===== src/rtl/pll_fracdiv.sv =====
// ============================================================================
// pll_fracdiv : lock-qualified fractional clock-enable generator
//               (per-channel phase accumulators, CE pulses and square waves)
// Revision    : 1.0 - initial release
// ============================================================================
`default_nettype none

module pll_fracdiv #(
  parameter int                NUM_CH      = 2,
  parameter int                ACC_W       = 24,
  parameter int                LOCK_CYCLES = 1024,
  parameter logic [ACC_W-1:0]  INC_DEFAULT = {1'b1, {(ACC_W-1){1'b0}}}
) (
  input  logic              refclk,
  input  logic              rst,
  input  logic              pll_locked,
  input  logic              cfg_valid,
  output logic              cfg_ready,
  input  logic [1:0]        cfg_ch,
  input  logic [ACC_W-1:0]  cfg_inc,
  output logic [NUM_CH-1:0] ce,
  output logic [NUM_CH-1:0] sq,
  output logic              ready
);

  typedef enum logic [0:0] {
    WAIT_LOCK = 1'b0,
    RUN       = 1'b1
  } state_t;

  localparam logic [15:0] LOCK_LAST = 16'(LOCK_CYCLES - 1);

  state_t      state_q, state_d;
  logic [15:0] cnt_q, cnt_d;
  logic        ready_q, ready_d;
  logic        sync1_q, sync2_q;
  logic        run_en;
  logic        cfg_accept;

  // Two-flop synchroniser for the asynchronous PLL lock flag
  always_ff @(posedge refclk or negedge rst) begin
    if (!rst) begin
      sync1_q <= 1'b0;
      sync2_q <= 1'b0;
    end else begin
      sync1_q <= pll_locked;
      sync2_q <= sync1_q;
    end
  end

  always_ff @(posedge refclk or negedge rst) begin
    if (!rst) begin
      state_q <= WAIT_LOCK;
      cnt_q   <= 16'd0;
      ready_q <= 1'b0;
    end else begin
      state_q <= state_d;
      cnt_q   <= cnt_d;
      ready_q <= ready_d;
    end
  end

  always_comb begin
    state_d = state_q;
    cnt_d   = cnt_q;
    ready_d = ready_q;
    case (state_q)
      WAIT_LOCK: begin
        ready_d = 1'b0;
        if (sync2_q) begin
          if (cnt_q == LOCK_LAST) begin
            state_d = RUN;
            ready_d = 1'b1;
            cnt_d   = 16'd0;
          end else begin
            cnt_d = cnt_q + 16'd1;
          end
        end else begin
          cnt_d = 16'd0;
        end
      end
      RUN: begin
        if (!sync2_q) begin
          state_d = WAIT_LOCK;
          ready_d = 1'b0;
          cnt_d   = 16'd0;
        end
      end
      default: begin
        state_d = WAIT_LOCK;
        ready_d = 1'b0;
        cnt_d   = 16'd0;
      end
    endcase
  end

  // Accumulators only advance while running with lock still present;
  // the lock-loss edge itself clears them together with ready.
  assign run_en     = (state_q == RUN) && sync2_q;
  assign cfg_ready  = rst;
  assign cfg_accept = cfg_valid & cfg_ready;
  assign ready      = ready_q;

  for (genvar g = 0; g < NUM_CH; g++) begin : g_ch
    logic [ACC_W-1:0] acc_q, acc_d;
    logic [ACC_W-1:0] inc_q, inc_d;
    logic             ce_q, ce_d;
    logic             sq_q, sq_d;
    logic [ACC_W:0]   sum;

    always_comb begin
      sum   = {1'b0, acc_q} + {1'b0, inc_q};
      acc_d = '0;
      ce_d  = 1'b0;
      sq_d  = 1'b0;
      inc_d = inc_q;
      if (run_en) begin
        acc_d = sum[ACC_W-1:0];
        ce_d  = sum[ACC_W];
        sq_d  = sq_q ^ sum[ACC_W];
      end
      // Out-of-range channel indices never match and are silently dropped
      if (cfg_accept && (cfg_ch == 2'(g))) begin
        inc_d = cfg_inc;
      end
    end

    always_ff @(posedge refclk or negedge rst) begin
      if (!rst) begin
        acc_q <= '0;
        inc_q <= INC_DEFAULT;
        ce_q  <= 1'b0;
        sq_q  <= 1'b0;
      end else begin
        acc_q <= acc_d;
        inc_q <= inc_d;
        ce_q  <= ce_d;
        sq_q  <= sq_d;
      end
    end

    assign ce[g] = ce_q;
    assign sq[g] = sq_q;
  end

endmodule

`default_nettype wire


===== config.mk =====
export PLATFORM = sky130hd
export DESIGN_NAME = pll_fracdiv
export DESIGN_NICKNAME = d
export VERILOG_FILES = /design/src/rtl/pll_fracdiv.sv
export SDC_FILE = /design/constraint.sdc
export NUM_CORES = 1
export LEC_CHECK = 0
export BUFFER_PORTS_ARGS = -buffer_cell sky130_fd_sc_hd__buf_4
export CAP_MARGIN = 20
export CORE_UTILIZATION = 56
export DETAILED_ROUTE_END_ITERATION = 8
export GPL_TIMING_DRIVEN = 1
export PLACE_DENSITY = 0.82
export RECOVER_POWER = 50
export SLEW_MARGIN = 5
export SYNTH_ARGS = -nofsm -noshare
export SYNTH_HDL_FRONTEND = slang
export SYNTH_SLANG_ARGS = --single-unit

===== constraint.sdc =====
create_clock -name refclk -period 2.2 [get_ports refclk]
set_clock_uncertainty 0.1 [all_clocks]
set_input_delay 0.66 -clock refclk [delete_from_list [all_inputs] [get_ports refclk]]
set_output_delay 0.66 -clock refclk [all_outputs]
set_load 0.005 [all_outputs]

==> metrics.txt, run 1 <==
# TYPE chip_impl_metric gauge
chip_impl_metric{name="worst_path_largest_cell_delay",unit="ns"} 0.39
chip_impl_metric{name="cp_data_required_time",unit="ns"} 2.46
chip_impl_metric{name="hold_path_depth",unit=""} 0
chip_impl_metric{name="synth_area",unit="sq mm"} 0.00686
chip_impl_metric{name="use_met3",unit=""} 0.0670
chip_impl_info{name="critical_path.slowest_cell",value="sky130_fd_sc_hd__dfrtp_1"} 1
chip_impl_info{name="synth_top_family_by_area",value="compound AO/OA/AOI/OAI gates"} 1
chip_impl_metric{name="timing.final.ws_setup",unit="ns"} -0.280
chip_impl_metric{name="cap_viol_max_count",unit=""} 0
chip_impl_metric{name="synth.yosys.warnings",unit=""} 0
chip_impl_metric{name="yosys-mux-area-fraction",unit=""} 0.0832
chip_impl_info{name="worst_setup_path_start_kind",value="flop"} 1
chip_impl_metric{name="drt_wl_cell",unit="microns"} 20.5
chip_impl_info{name="top_usage_layer",value="met2"} 1
chip_impl_metric{name="p_leak",unit="uW"} 0.00414
chip_impl_metric{name="detailed_place_hpwl",unit="mm"} 11.4
chip_impl_metric{name="post_drt_via_cell_ratio",unit=""} 6.27
chip_impl_metric{name="yosys.area_share.simple",unit=""} 0.141
chip_impl_metric{name="num_antenna_cells",unit=""} 0
chip_impl_metric{name="mappedNetlistNets",unit=""} 753
chip_impl_metric{name="synth_enable_flop_cells",unit=""} 0
chip_impl_metric{name="area_delta_synth_final",unit="%"} 31.2
chip_impl_metric{name="htreeDepth",unit=""} 4
chip_impl_metric{name="gp_routability_congestion",unit=""} 0.911
chip_impl_metric{name="timing.final.crit_period",unit="ns"} 2.48
chip_impl_metric{name="clk_pin_slew_worst_paths",unit="ns"} 0.05
chip_impl_metric{name="ys_types",unit=""} 66
chip_impl_metric{name="r2r_cells",unit=""} 10
chip_impl_info{name="worst_flop_to_flop_path_startpoint",value="g_ch[0].inc_q[0]"} 1
chip_impl_metric{name="synth_xor_xnor_area_share",unit=""} 0.0434
chip_impl_info{name="critPathCaptureType",value="flop"} 1
chip_impl_metric{name="grt_first_pass_wirelength",unit="mm"} 28.6
chip_impl_info{name="critical_path.most_common_cell",value="sky130_fd_sc_hd__o211ai_1"} 1
chip_impl_metric{name="antenna_violating_nets_left",unit=""} 0
chip_impl_metric{name="numCtsBuffers",unit=""} 17
chip_impl_info{name="hold-path-endpoint",value="sync2_q"} 1
chip_impl_metric{name="num-fill-cells",unit=""} 723
chip_impl_metric{name="postSynthRegisterBits",unit=""} 120
chip_impl_info{name="worstSetupPathType",value="flop to flop"} 1
chip_impl_metric{name="grt_overflow_total",unit=""} 0
chip_impl_metric{name="synth-adder-area-share",unit=""} 0.0953
chip_impl_metric{name="tightest_pin_transition",unit="ns"} 1.08
chip_impl_metric{name="grt_util_all_layers",unit=""} 0.291
chip_impl_info{name="rsz_0062_raised_after_global_routing",value="yes"} 1
chip_impl_metric{name="crit_fanout",unit=""} 3
chip_impl_metric{name="drcViolationCount",unit=""} 0
chip_impl_metric{name="synth_cells",unit=""} 672
chip_impl_metric{name="final-hold-violation-count",unit=""} 0
chip_impl_metric{name="antenna_found_initial",unit=""} 0
chip_impl_info{name="tritoncts",value="yes"} 1
chip_impl_metric{name="design.portCount",unit=""} 36
chip_impl_metric{name="first_pass_iters",unit=""} 5
chip_impl_metric{name="layout-drive-gt1-share",unit=""} 0.369
chip_impl_metric{name="avgSynthCellArea",unit="sq um"} 10.2
chip_impl_metric{name="layout.nets",unit=""} 856
chip_impl_metric{name="maxSlewHeadroom",unit=""} 0.283
chip_impl_metric{name="design.core.area",unit="sq mm"} 0.0120
chip_impl_metric{name="async_flop_share",unit=""} 1.00
chip_impl_metric{name="reg2reg_setup_slack",unit="ns"} -0.28
chip_impl_metric{name="cts.hold.buffers_added",unit=""} 0
chip_impl_metric{name="timing.final.crit_share",unit=""} 1.13
chip_impl_metric{name="clock_insertion_delay_worst_skew",unit="ns"} 0.42
chip_impl_metric{name="timing_max_transition_violations_final",unit=""} 0
chip_impl_metric{name="synth_compound_area_frac",unit=""} 0.174
chip_impl_metric{name="drt_first_iter_violations",unit=""} 509
chip_impl_metric{name="met2_track_utilization_from_global_routing",unit=""} 0.501
chip_impl_metric{name="critical_path_at",unit="ns"} 2.74
chip_impl_metric{name="fp.dieH",unit="microns"} 113
chip_impl_info{name="worst_hold_startpoint",value="sync1_q"} 1
chip_impl_metric{name="initial_utilization",unit=""} 0.573
chip_impl_metric{name="power.ir.vdd_worst",unit="mV"} 0.624
chip_impl_metric{name="groute.layer.met1.usage",unit=""} 0.358
chip_impl_metric{name="cp.buffers_inverters",unit=""} 1
chip_impl_metric{name="grt_start_max_net_pins",unit=""} 78
chip_impl_metric{name="tritoncts_num_sinks",unit=""} 120
chip_impl_info{name="failing_checks",value="setup timing"} 1
chip_impl_info{name="cts.root.buffer_cell",value="sky130_fd_sc_hd__clkbuf_16"} 1
chip_impl_info{name="hp-class",value="flop to flop"} 1
chip_impl_metric{name="max-clock-path-buffers",unit=""} 2
chip_impl_info{name="ys.flop_type",value="sky130_fd_sc_hd__dfrtp_1"} 1
chip_impl_info{name="timing.rr.end",value="g_ch[0].sq_q"} 1
chip_impl_info{name="critical_path.cell_chain",value="ha_2 > fa_2 > a21o_1 > a21oi_2 > o211ai_1 > a31oi_1 > buf_4 > o211ai_1 > a21oi_1 > a31o_1"} 1
chip_impl_metric{name="detailroute.via_count",unit=""} 5865
chip_impl_metric{name="std_cell_rows",unit=""} 40
chip_impl_metric{name="totalWireLength",unit="mm"} 19.1
chip_impl_info{name="outcome",value="complete, but fails checks"} 1
chip_impl_metric{name="vias_in_the_first_global_route",unit=""} 5895
chip_impl_metric{name="final.setup.tns",unit="ns"} -3.03
chip_impl_metric{name="dieWidth",unit="microns"} 113
chip_impl_metric{name="ys_seq_area_frac",unit=""} 0.438
chip_impl_metric{name="pwr_density_cell",unit="mW/mm^2"} 747
chip_impl_metric{name="setup_viol",unit=""} 27
chip_impl_metric{name="port-buffer-count",unit=""} 35
chip_impl_metric{name="fmax",unit="MHz"} 403
chip_impl_info{name="cpLargestDelayFamily",value="compound AO/OA/AOI/OAI gates"} 1
chip_impl_metric{name="die_area",unit="sq mm"} 0.0127
chip_impl_metric{name="post-layout-total-power",unit="uW"} 6720
-- timing repair --
| item | in CTS | in global routing |
|---|---|---|
| endpoints found under the hold margin | 0 | 0 |
| resized for setup | 41 | 71 |
| buffers inserted | 14 | 15 |
| pin swaps | 39 | 49 |
| setup endpoints to repair | 26 | 39 |
-- cells in the mapped netlist (all sizes together), types with 17 or more instances --
master	count	area (sq um)
xnor2	17	149
a21o	27	203
o21ai	42	214
mux2	48	541
nand2	43	161
nand3	19	95.1
nor2	58	220
clkbuf	19	71.3
a21oi	49	253
xor2	17	149
ha	49	613
dfrtp	118	2950
-- power breakdown --
part,switching (uW),leakage [uW],internal (uW),total [uW]
sequential,191,0.00157,2420,2610
combinational,744,0.00229,723,1470
clock,970,0.000277,1680,2650
-- worst max path at each step --
stage                          start                 to  depth (start not counted)
global route        g_ch[0].inc_q[0]       g_ch[0].sq_q                         10
CTS                 g_ch[0].inc_q[0]       g_ch[0].sq_q                         10
finish              g_ch[0].inc_q[0]       g_ch[0].sq_q                         10
floorplan           g_ch[1].acc_q[0]  g_ch[1].acc_q[22]                          9
detailed placement  g_ch[0].acc_q[0]       g_ch[0].sq_q                         10
global placement    g_ch[0].inc_q[0]       g_ch[0].sq_q                          9
-- layout make-up --
type | count | area [sq um] | area share
clock inverters | 10 | 103 | 0.0114
well taps | 147 | 184 | 0.0204
multi-input cells | 515 | 4320 | 0.481
inverters | 9 | 33.8 | 0.00375
repair buffers | 112 | 893 | 0.0993
clock buffers | 22 | 454 | 0.0505
flip-flops and latches | 120 | 3010 | 0.334
-- per-stage QoR --
step / worst slack, ns / instances / util / hold WS, ns / cell area, sq um
floorplan: -0.00246 / 672 / - / 0.231 / 6890
global placement: -0.154 / 876 / 0.636 / 0.233 / 7610
detailed placement: -0.266 / 876 / 0.636 / 0.235 / 7610
CTS: -0.181 / 922 / 0.712 / 0.238 / 8520
global route: -0.358 / 935 / 0.752 / 0.255 / 9000
finish: -0.280 / 935 / 0.752 / 0.248 / 9000
-- registers in the layout, summed over array words and instances (netlist names) --
register    flops
ready           1
sync1_q         1
state_q         1
g_ch.ce_q       2
cnt_q          16
g_ch.acc_q     48
g_ch.inc_q     48
g_ch.sq_q       2
sync2_q         1
-- metal layers --
| layer | up-vias | part of all wire |
|---|---|---|
| li1 | 2658 | - |
| met1 | 2924 | 0.40 |
| met2 | 218 | 0.52 |
| met3 | 65 | 0.052 |
| met4 | 0 | 0.033 |
| met5 | - | 0 |
-- cell usage in the layout (no fill, tap or decap), types with 4 or more instances in the layout --
cell	n
sky130_fd_sc_hd__dfrtp_1	118
sky130_fd_sc_hd__buf_4	98
sky130_fd_sc_hd__nor2_1	56
sky130_fd_sc_hd__mux2_2	48
sky130_fd_sc_hd__nand2_1	39
sky130_fd_sc_hd__a21oi_1	33
sky130_fd_sc_hd__a21o_1	27
sky130_fd_sc_hd__ha_1	24
sky130_fd_sc_hd__o21ai_1	22
sky130_fd_sc_hd__nand3_1	18
sky130_fd_sc_hd__ha_4	18
sky130_fd_sc_hd__clkbuf_16	17
sky130_fd_sc_hd__xor2_1	16
sky130_fd_sc_hd__xnor2_1	14
sky130_fd_sc_hd__a21oi_2	13
sky130_fd_sc_hd__and3_1	13
sky130_fd_sc_hd__o21ai_0	11
sky130_fd_sc_hd__o21a_1	9
sky130_fd_sc_hd__o211ai_1	9
sky130_fd_sc_hd__nor3_1	9
sky130_fd_sc_hd__buf_6	9
sky130_fd_sc_hd__inv_1	8
sky130_fd_sc_hd__o21ai_2	7
sky130_fd_sc_hd__nor3_2	7
sky130_fd_sc_hd__o31ai_1	7
sky130_fd_sc_hd__ha_2	7
sky130_fd_sc_hd__clkinv_2	7
sky130_fd_sc_hd__nand2b_1	6
sky130_fd_sc_hd__nand4_1	6
sky130_fd_sc_hd__a31oi_1	5
sky130_fd_sc_hd__clkbuf_1	5
sky130_fd_sc_hd__and2_1	4
sky130_fd_sc_hd__o21bai_1	4
sky130_fd_sc_hd__nand2_2	4
-- cells by family after synthesis --
logic type | count (synthesis)
xor gates and xnor gates | 34
AOI/OAI and AO/OA | 184
and+or+nand+nor | 195
DFF | 120
muxes | 51
buffers and inverters | 37
adders and majority gates | 51
Power figures use the tool's default switching activity.
==> run 2: changes to the inputs <==
--- a/config.mk
+++ b/config.mk
@@ -7,10 +7,10 @@
 export LEC_CHECK = 0
 export BUFFER_PORTS_ARGS = -buffer_cell sky130_fd_sc_hd__buf_4
 export CAP_MARGIN = 20
-export CORE_UTILIZATION = 56
+export CORE_UTILIZATION = 30
 export DETAILED_ROUTE_END_ITERATION = 8
 export GPL_TIMING_DRIVEN = 1
-export PLACE_DENSITY = 0.82
+export PLACE_DENSITY = 0.52
 export RECOVER_POWER = 50
 export SLEW_MARGIN = 5
 export SYNTH_ARGS = -nofsm -noshare
==> metrics.txt, run 2 (synthesized netlist as in run 1, its figures left out) <==
# TYPE chip_impl_metric gauge
chip_impl_info{name="outcome",value="complete, but fails checks"} 1
chip_impl_info{name="failing_checks",value="setup timing"} 1
chip_impl_metric{name="crit_fanout",unit=""} 6
chip_impl_metric{name="setup_viol",unit=""} 11
chip_impl_metric{name="cp_data_required_time",unit="ns"} 2.41
chip_impl_metric{name="p_leak",unit="uW"} 0.00428
chip_impl_info{name="cts.root.buffer_cell",value="sky130_fd_sc_hd__clkbuf_16"} 1
chip_impl_info{name="final_cell_mix",value="sky130_fd_sc_hd__buf_4 (118), sky130_fd_sc_hd__dfrtp_1 (116), sky130_fd_sc_hd__nor2_1 (56)"} 1
chip_impl_metric{name="antenna_violating_nets_left",unit=""} 0
chip_impl_metric{name="maxSlewHeadroom",unit=""} 0.189
chip_impl_metric{name="std_cell_rows",unit=""} 54
chip_impl_metric{name="detailed_place_hpwl",unit="mm"} 12.4
chip_impl_metric{name="max-clock-path-buffers",unit=""} 2
chip_impl_metric{name="tightest_pin_transition",unit="ns"} 1.22
chip_impl_metric{name="gp_routability_congestion",unit=""} 0.813
chip_impl_metric{name="wl_met2",unit="mm"} 7.81
chip_impl_metric{name="design.portCount",unit=""} 36
chip_impl_metric{name="area_delta_synth_final",unit="%"} 33.0
chip_impl_metric{name="power.ir.vdd_worst",unit="mV"} 0.471
chip_impl_metric{name="drcViolationCount",unit=""} 0
chip_impl_info{name="largestRegisters",value="g_ch.acc_q: 48 flops, g_ch.inc_q: 48 flops, cnt_q: 16 flops"} 1
chip_impl_info{name="final_common_cell",value="sky130_fd_sc_hd__buf_4"} 1
chip_impl_metric{name="dieWidth",unit="microns"} 153
chip_impl_metric{name="detailroute.via_count",unit=""} 5415
chip_impl_metric{name="timing_max_transition_violations_final",unit=""} 0
chip_impl_metric{name="grt_first_pass_wirelength",unit="mm"} 28.9
chip_impl_metric{name="port-buffer-count",unit=""} 35
chip_impl_metric{name="post_drt_via_cell_ratio",unit=""} 5.00
chip_impl_metric{name="clk_pin_slew_worst_paths",unit="ns"} 0.06
chip_impl_metric{name="first_pass_iters",unit=""} 6
chip_impl_metric{name="initial_utilization",unit=""} 0.310
chip_impl_info{name="rsz_0062_raised_after_global_routing",value="yes"} 1
chip_impl_metric{name="worst_path_largest_cell_delay",unit="ns"} 0.58
chip_impl_info{name="cpLargestDelayFamily",value="simple AND/OR/NAND/NOR gates"} 1
chip_impl_metric{name="final-hold-violation-count",unit=""} 0
chip_impl_metric{name="drt_wl_cell",unit="microns"} 16.2
chip_impl_metric{name="numCtsBuffers",unit=""} 17
chip_impl_metric{name="timing.final.ws_setup",unit="ns"} -0.114
chip_impl_info{name="critPathCaptureType",value="flop"} 1
chip_impl_metric{name="fp.dieH",unit="microns"} 153
chip_impl_metric{name="cap_viol_max_count",unit=""} 0
chip_impl_info{name="top_layer",value="met4"} 1
chip_impl_metric{name="fmax",unit="MHz"} 432
chip_impl_info{name="worstSetupPathType",value="flop to flop"} 1
chip_impl_metric{name="grt_overflow_total",unit=""} 0
chip_impl_metric{name="grt_util_all_layers",unit=""} 0.159
chip_impl_metric{name="final.setup.tns",unit="ns"} -0.587
chip_impl_metric{name="tritoncts_num_sinks",unit=""} 120
chip_impl_metric{name="cp.buffers_inverters",unit=""} 0
chip_impl_metric{name="design.core.area",unit="sq mm"} 0.0221
chip_impl_info{name="critical_path.slowest_cell",value="sky130_fd_sc_hd__or4b_1"} 1
chip_impl_metric{name="antenna_found_initial",unit=""} 0
chip_impl_metric{name="cts.hold.buffers_added",unit=""} 0
chip_impl_metric{name="clock_insertion_delay_worst_skew",unit="ns"} 0.42
chip_impl_info{name="hp-class",value="flop to flop"} 1
chip_impl_metric{name="layout.nets",unit=""} 871
chip_impl_info{name="tritoncts",value="yes"} 1
chip_impl_metric{name="wl_met1",unit="mm"} 8.96
chip_impl_metric{name="wl_met3",unit="microns"} 664
chip_impl_metric{name="htreeDepth",unit=""} 4
chip_impl_metric{name="layout-drive-gt1-share",unit=""} 0.357
chip_impl_metric{name="critical_path_at",unit="ns"} 2.53
chip_impl_metric{name="drt_first_iter_violations",unit=""} 268
chip_impl_info{name="critical_path.cell_chain",value="ha_1 > nor2_1 > or4b_1 > o211ai_1 > a21oi_1 > a31o_1"} 1
chip_impl_metric{name="dp_slack",unit="ns"} -0.136
chip_impl_metric{name="num_antenna_cells",unit=""} 0
chip_impl_metric{name="totalWireLength",unit="mm"} 17.6
chip_impl_metric{name="die_area",unit="sq mm"} 0.0235
chip_impl_metric{name="timing.final.crit_share",unit=""} 1.05
chip_impl_metric{name="num-fill-cells",unit=""} 2140
chip_impl_metric{name="pwr_density_cell",unit="mW/mm^2"} 752
chip_impl_info{name="worst_setup_path_start_kind",value="flop"} 1
chip_impl_metric{name="timing.final.crit_period",unit="ns"} 2.31
chip_impl_metric{name="vias_in_the_first_global_route",unit=""} 5439
chip_impl_metric{name="grt_start_max_net_pins",unit=""} 88
## run 2: cell count changes in the layout (fill, tap and decap cells not counted), sizes merged
cell / change
clkbuf: +2
clkinv: -5
clkinvlp: +3
inv: +1
buf: +14
## run 2: layout make-up
type,instances,area [sq um],area share
multi-input combinational,515,4120,0.451
sequential,120,3010,0.330
timing repair buffer,127,993,0.109
clock buffer,23,508,0.0557
tap,280,350,0.0384
clock inverter,9,113,0.0123
inverter,9,33.8,0.00370
## run 2: timing repair
item,4_1_cts,5_1_grt
setup endpoints to repair,24,39
endpoints found under the hold margin,0,0
gates resized for setup,16,55
setup buffers,1,8
pin swaps,10,48
## run 2: report_power, final
part | internal, uW | switching [uW] | leakage, uW
combinational | 708 | 673 | 0.00241
clock | 1850 | 1050 | 0.000294
sequential | 2420 | 162 | 0.00157
total | 4980 | 1880 | 0.00428
## run 2: path summary, 6_finish.rpt
path,from,endpoint,slack (ns),depth (start not counted)
max,g_ch[0].inc_q[15],g_ch[0].sq_q,-0.11,6
min,sync1_q,sync2_q,0.25,0
max reg2reg,g_ch[0].inc_q[15],g_ch[0].sq_q,-0.11,6
min reg2reg,sync1_q,sync2_q,0.25,0
max in group asynchronous,rst,g_ch[0].acc_q[1],0.41,2
min in group asynchronous,rst,g_ch[1].ce_q,0.55,2
## run 2: routing by layer
layer / track usage / vias up
met5: 0 / -
met4: 0.0404 / 0
met3: 0.0420 / 10
met2: 0.235 / 67
met1: 0.227 / 2656
li1: - / 2682
## run 2: per-stage QoR
step	instance area [sq um]	total power, uW	hold slack [ns]	cells	utilization
after floorplan	6890	3340	0.231	672	-
after global placement	8060	3870	0.232	1043	0.365
after detailed placement	8060	3880	0.236	1043	0.365
after CTS	8780	6820	0.227	1076	0.397
after global routing	9120	7200	0.243	1083	0.413
final	9120	6860	0.249	1083	0.413
